==> config.mk <==
export PLATFORM = sky130hd
export DESIGN_NAME = mvm_host_regfile
export DESIGN_NICKNAME = d
export VERILOG_FILES = /design/src/rtl/mvm_pkg.sv /design/src/rtl/mvm_host_regfile.sv
export SDC_FILE = /design/constraint.sdc
export NUM_CORES = 1
export LEC_CHECK = 0
export CAP_MARGIN = 10
export CORE_UTILIZATION = 60
export DETAILED_ROUTE_END_ITERATION = 10
export PLACE_DENSITY = 0.79
export SYNTH_ARGS = -nofsm -noshare
export SYNTH_HDL_FRONTEND = slang
export SYNTH_SLANG_ARGS = --single-unit
==> constraint.sdc <==
create_clock -name clk -period 1.89 [get_ports clk]
set_input_delay 0.189 -clock clk [delete_from_list [all_inputs] [get_ports clk]]
set_output_delay 0.189 -clock clk [all_outputs]
set_load 0.02 [all_outputs]
==> src/rtl/mvm_pkg.sv <==
// Shared constants and FSM state encoding for the MVM host streamer.
package mvm_pkg;
   localparam int DIM    = 4;
   localparam int IDX_W  = 2;
   localparam int DATA_W = 8;
   localparam int NENT   = DIM * DIM;
   localparam int FLAT_W = 2 * IDX_W;

   localparam logic [IDX_W-1:0]  EOM_ROW  = 2'd3;
   localparam logic [IDX_W-1:0]  EOM_COL  = 2'd3;
   localparam logic [FLAT_W-1:0] LAST_IDX = '1;

   typedef enum logic [2:0] {
      IDLE, SCAN, SEND, EOM, RECV, DONE
   } state_e;
endpackage

==> src/rtl/mvm_host_regfile.sv <==
// 4x4 matrix storage: synchronous write, combinational read, cleared on reset.
module mvm_host_regfile
   import mvm_pkg::*;
(
   input  logic              clk,
   input  logic              rst_n,
   input  logic              we,
   input  logic [FLAT_W-1:0] waddr,
   input  logic [DATA_W-1:0] wdata,
   input  logic [FLAT_W-1:0] raddr,
   output logic [DATA_W-1:0] rdata
);
   logic [NENT-1:0][DATA_W-1:0] mem_q;

   always_ff @(posedge clk) begin
      if (!rst_n)  mem_q <= '0;
      else if (we) mem_q[waddr] <= wdata;
   end

   assign rdata = mem_q[raddr];
endmodule

==> results of run 1 <==
==> cell families after synthesis <==
group,synth area share [%]
flops,39.4
buf+inv,8.09
mux,11.9
simple gates,14.0
compound gates,26.6
==> power groups by stage <==
stage / combinational, W / clock, W / sequential, W
after global placement: 0.000651 / 0 / 0.00281
after floorplan: 0.000400 / 0 / 0.00280
final: 0.000688 / 0.00312 / 0.00275
after detailed placement: 0.000663 / 0 / 0.00281
after global routing: 0.000717 / 0.00327 / 0.00275
after CTS: 0.000670 / 0.00312 / 0.00275
==> per-layer routing <==
layer	GRT usage [%]	share of wire [%]	vias up	routed length (microns)
li1	-	-	2553	-
met1	44.7	39	2775	7290
met2	56.5	47	391	8840
met3	8.77	11	58	2120
met4	18.7	3.3	0	624
met5	0	0	-	0
==> layout make-up <==
class | count | area (sq um) | share of cell area [%]
Sequential cell | 128 | 2570 | 33.4
Clock inverter | 5 | 77.6 | 1.01
Clock buffer | 27 | 482 | 6.26
Tap cell | 136 | 170 | 2.21
Timing Repair Buffer | 78 | 952 | 12.4
Multi-Input combinational cell | 468 | 3450 | 44.8
==> through the flow <==
step,total power (W),std cells
after floorplan,0.00320,690
after global placement,0.00346,810
after detailed placement,0.00347,810
after CTS,0.00654,842
after global routing,0.00674,842
final,0.00656,842
==> worst paths after layout <==
kind / startpoint / endpoint / slack (ns) / cells past startpoint
hold / removal: rst_n / mem_q[42] / 0.22 / 3
setup / recovery: mem_q[29] / rdata[5] / -0.22 / 4
setup reg to reg: mem_q[3] / mem_q[3] / 1.12 / 2
hold reg to reg: mem_q[37] / mem_q[37] / 0.47 / 2
==> timing repair <==
action,CTS,global route
pin swaps,8,1
hold buffers,0,0
setup endpoints to repair,8,8
gates resized for setup,52,3
==> Yosys cell counts, drive strengths merged <==
cell type | number | area (sq um)
and3b | 4 | 40.0
clkdlybuf4s25 | 1 | 10.0
and2b | 1 | 7.51
a22oi | 16 | 120
or2 | 1 | 6.26
or3b | 2 | 22.5
clkbuf | 57 | 226
clkdlybuf4s18 | 1 | 10.0
nand3 | 130 | 651
nor3b | 2 | 37.5
nor2 | 2 | 7.51
buf | 35 | 279
nand2 | 9 | 33.8
nor2b | 3 | 18.8
o21ai | 128 | 648
and3 | 2 | 15.0
nand3b | 4 | 42.5
mux4 | 32 | 773
and2 | 2 | 12.5
dfxtp | 128 | 2560
nand2b | 2 | 12.5
a21boi | 128 | 961
==> worst max-delay path: cells and delay by family (launching register included) <==
family / cells / cell delay [ns]
simple gates: 1 / 0.10
compound gates: 1 / 0.22
mux: 1 / 0.60
flops: 1 / 0.32
buf+inv: 1 / 0.14
==> results by group, run 1 <==
Placement
  • Area post-placement: 0.00710 sq mm
  • Worst slack, placed: -0.678 ns
  • Buffers on Ports: 26
  • DP HPWL: 11.0 mm
  • Final Wtd Congestion: approximately 0.8

STA
  • Worst-Margin Slew: 0.613 ns
  • Fin worst setup slack: -0.219 ns
  • Setup violators final: 8
  • Period utilization: 112%
  • Hold slack final: 0.222 ns
  • Rel. slew slack: 59.1%
  • Highest Clock Rate: ~470 MHz
  • TNS Setup: -1.12 ns
  • Hold Violations, Final: 0
  • Fin crit period: approximately 2.1 ns
  • Layout Skew: 0 ns
  • RSZ-0062 raised after global routing: yes
  • Final Max Slew Viols: 0

Clock tree
  • Clock latency on the worst-skew pair: roughly 0.53 ns
  • CTS buffer count: 17
  • Clock Tree Root: clkbuf_8
  • Longest Clk Path Bufs: 2
  • # H-tree levels: 4
  • CTS tree: yes
  • Worst-path clk slew: 0.05 ns
  • Setup Buffers After CTS: 0
  • Clk sinks: 128

Route
  • Routed wire length: approximately 19 mm
  • Post-route ant nets: 0
  • Routed vias: 5777
  • DR WL/cell: 22.4 microns
  • # DRC: 0
  • Starting DRT DRC Count: 695
  • Drt pass-1 iters: 6
  • Vias/cell: 6.86

Synthesis
  • Sequential area share after synthesis: between 30% and 40%
  • Synthesized net count: 709
  • FF+latch count, synth: about 130
  • Synth Cell Area: 0.00650 sq mm
  • Cells after Synth: between 600 and 700
  • Synth warn: 0
  • Yosys cell types: 33
  • Mean Syn Cell Area: 9.42 sq um

Setup path
  • Crit-path max cell delay: around 0.6 ns
  • Critical-path top delay cell: mux4_4
  • Crit Path Max Fanout: 2
  • Crit path capture type: output port
  • Arrival time worst endpoint: 1.92 ns
  • Setup CP Type: reg -> out
  • Worst path required time: 1.70 ns
  • Crit path cell chain: mux4_4 > a22oi_2 > nand2_1 > buf_6
  • Crit start category: flop

GRT
  • Vias in the first global route: 5835
  • First-pass GRT wire length: 30.4 mm
  • Global route overflow: 0
  • Largest net degree at the start of global routing: 129
  • Initial antenna violation count: 0
  • Total GRT Usage: 35.5%

Die
  • Die Y: 106 microns
  • Die width: 106 microns
  • Row cnt: 37
  • DIE AREA: 0.0112 sq mm
  • Starting Density: 62.4%
  • Num ports: 27
  • Core area: 0.0104 sq mm

Power
  • P_sw: between 0.0015 and 0.002 W
  • Flop pwr share: 42.0%
  • Clock network power share: 47.5%
  • Internal power: 0.00500 W
  • VDD IR max: 0.522 mV
  • Comb power frac: around a tenth
  • Leak: 2.61 nW
  • Sw Ratio: 23.7%
  • Power Dens Cells: 852 mW/mm^2

Final layout
  • Final Instance Area: 0.00769 sq mm
  • Area Growth Syn to Fin: 18.4%
  • Regs by FF count: mem_q (128)
  • Final design utilization: 73.9%
  • Share of layout cells above drive strength 1: 19.7%
  • Commonest non-fill, non-tap cell in the layout: nand3_1
  • Biggest register: mem_q
  • Filler Cell Count: 709
  • Final #Nets: 712
  • Antenna cells: 0
  • Number of flip-flops in the largest register: 128
  • Commonest cells after routing, fill and taps aside: nand3_1 (130), dfxtp_1 (125), o21ai_0 (108), a21boi_0 (92), a21boi_1 (36)

Run status
  • Failing checks: negative setup slack
  • Status: finished, violations left

Flow run
  • Max Cap Violations: 0

Worst hold path
  • Type of the most critical hold path: in -> reg
Note: power is estimated with default switching activity, not from simulation.
==> run 2: changes to the inputs <==
--- a/config.mk
+++ b/config.mk
@@ -5,7 +5,7 @@
 export SDC_FILE = /design/constraint.sdc
 export NUM_CORES = 1
 export LEC_CHECK = 0
-export CAP_MARGIN = 10
+export CAP_MARGIN = 30
 export CORE_UTILIZATION = 60
 export DETAILED_ROUTE_END_ITERATION = 10
 export PLACE_DENSITY = 0.79
==> results of run 2 <==
No change in the layout: final DEF, timing and power equal those of run 1.
==> run 3: changes to the inputs <==
--- a/config.mk
+++ b/config.mk
@@ -6,9 +6,8 @@
 export NUM_CORES = 1
 export LEC_CHECK = 0
 export CAP_MARGIN = 30
-export CORE_UTILIZATION = 60
+export CORE_UTILIZATION = 44
 export DETAILED_ROUTE_END_ITERATION = 10
-export PLACE_DENSITY = 0.79
 export SYNTH_ARGS = -nofsm -noshare
 export SYNTH_HDL_FRONTEND = slang
 export SYNTH_SLANG_ARGS = --single-unit
==> constraint.sdc (replaced) <==
create_clock -name clk -period 2.2 [get_ports clk]
set_input_delay 0.22 -clock clk [delete_from_list [all_inputs] [get_ports clk]]
set_output_delay 0.22 -clock clk [all_outputs]
set_load 0.02 [all_outputs]
==> results by group, run 3 (synthesized netlist as in run 1, its figures left out) <==
Setup path
  • Crit start category: flop
  • Worst R2R Setup Slack: ~1.5 ns
  • Crit path capture type: output port
  • Worst path required time: 1.98 ns
  • Setup CP Type: reg -> out
  • Arrival time worst endpoint: 1.93 ns
  • Worst Reg-to-Reg Cells: 2
  • Crit Path Max Fanout: 2

Run status
  • Status: completed

Route
  • Routed vias: 5565
  • # DRC: 0
  • Starting DRT DRC Count: 522
  • Drt pass-1 iters: 5
  • Routed wire length: roughly 20 mm
  • DR WL/cell: approximately 22 microns
  • Vias/cell: between 6 and 7
  • Post-route ant nets: 0

Final layout
  • Commonest non-fill, non-tap cell in the layout: nand3_1
  • Biggest register: mem_q
  • Commonest cells after routing, fill and taps aside: nand3_1 (130), dfxtp_1 (128), o21ai_0 (108), a21boi_0 (92), a21boi_1 (36)
  • Share of layout cells above drive strength 1: between 10% and 20%
  • Regs by FF count: mem_q (128)
  • Number of flip-flops in the largest register: 128
  • Antenna cells: 0
  • Area Growth Syn to Fin: 16.1%
  • Final #Nets: about 700

Clock tree
  • CTS buffer count: 17
  • Post-CTS Hold Fix Bufs: 0
  • # H-tree levels: 4
  • Clock latency on the worst-skew pair: 0.42 ns
  • Worst-path clk slew: ~0.05 ns
  • CTS tree: yes
  • Clock Tree Root: clkbuf_16
  • Longest Clk Path Bufs: 2
  • Clk sinks: 128

Power
  • Flop pwr share: around 40%
  • Clock network power share: about 50%
  • Comb power frac: 9.2%
  • P_sw: 0.00135 W
  • Leak: 2.57 nW
  • VDD IR max: 0.544 mV
  • Internal power: 0.00457 W
  • Sw Ratio: 22.9%
  • Power Dens Cells: 784 mW/mm^2

GRT
  • First-pass GRT wire length: 31.0 mm
  • Largest net degree at the start of global routing: 129
  • Total GRT Usage: 27.5%
  • Initial antenna violation count: 0
  • Global route overflow: 0
  • Vias in the first global route: 5594

STA
  • Rel. slew slack: 53.2%
  • Setup violators final: 0
  • Hold slack final: 0.381 ns
  • Highest Clock Rate: approximately 470 MHz
  • Fin crit period: 2.15 ns
  • Layout Skew: 0 ns
  • Worst-Margin Slew: 0.700 ns
  • Period utilization: 97.6%
  • Final Max Slew Viols: 0
  • RSZ-0062 raised after global routing: no
  • Hold Violations, Final: 0
  • TNS Setup: 0 ns

Die
  • Row cnt: between 40 and 50
  • Starting Density: 44.9%
  • Core area: around 0.014 sq mm
  • Die width: approximately 120 microns
  • DIE AREA: 0.0153 sq mm
  • Num ports: 27
  • Die Y: between 100 and 150 microns

Placement
  • Final Wtd Congestion: 0.836
  • DP HPWL: 11.5 mm
  • Buffers on Ports: 26

Worst hold path
  • WHS Path Cells: 3
  • Type of the most critical hold path: in -> reg

Flow run
  • Max Cap Violations: 0
==> run 3: cell count changes in the layout (fill, tap and decap cells not counted), moves of 4 or more <==
| cell | previous run | this run |
|---|---|---|
| a22oi_2 | 7 | 1 |
| a22oi_1 | 9 | 15 |
| buf_12 | 25 | 13 |
| dlygate4sd2_1 | 1 | 5 |
| buf_6 | 4 | 0 |
==> run 3: through the flow <==
stage | power (W) | cells | cell area [sq um] | worst slack [ns] | util, %
2_1_floorplan | 0.00275 | 690 | 6500 | 0.672 | -
3_3_place_gp | 0.00294 | 848 | 6930 | -0.135 | 47.9
3_5_place_dp | 0.00295 | 848 | 6930 | -0.145 | 47.9
4_1_cts | 0.00594 | 879 | 7560 | 0.0170 | 52.2
5_1_grt | 0.00607 | 879 | 7550 | 0.00765 | 52.1
6_report | 0.00592 | 879 | 7550 | 0.0523 | 52.1
==> run 3: layout make-up <==
type / count / area, sq um
Fill cell: 1320 / 6930
Timing Repair Buffer: 68 / 704
Clock buffer: 26 / 499
Clock inverter: 5 / 125
Sequential cell: 128 / 2560
Tap cell: 184 / 230
Multi-Input combinational cell: 468 / 3420
==> run 3: layer usage <==
layer / track usage, % / vias to the layer above / routed length, microns
met5: 0 / - / 0
met4: 11.8 / 0 / 482
met3: 5.17 / 39 / 1070
met2: 45.7 / 203 / 9430
met1: 34.9 / 2798 / 8570
li1: - / 2525 / -
==> run 3: repair_timing <==
action	4_1_cts	5_1_grt
pin swaps	0	0
resized for setup	12	5
buffers inserted	0	0
endpoints found under the setup margin	8	4
==> run 3: power by group through the flow <==
stage	logic, W	registers (W)	clock network, W
after floorplan	0.000343	0.00241	0
after global placement	0.000531	0.00241	0
after detailed placement	0.000539	0.00241	0
after CTS	0.000539	0.00236	0.00304
after global routing	0.000575	0.00236	0.00313
final	0.000547	0.00236	0.00301
==> run 3: final timing paths <==
path              start         end
min               rst_n   mem_q[58]
max           mem_q[95]    rdata[7]
min reg2reg  mem_q[120]  mem_q[120]
max reg2reg   mem_q[64]   mem_q[64]
==> run 3: critical path: stages, from the launching register on <==
cell	delay (ns)
dfxtp_1	0.31
mux4_4	0.59
a22oi_1	0.20
nand2_1	0.09
dlygate4sd2_1	0.32
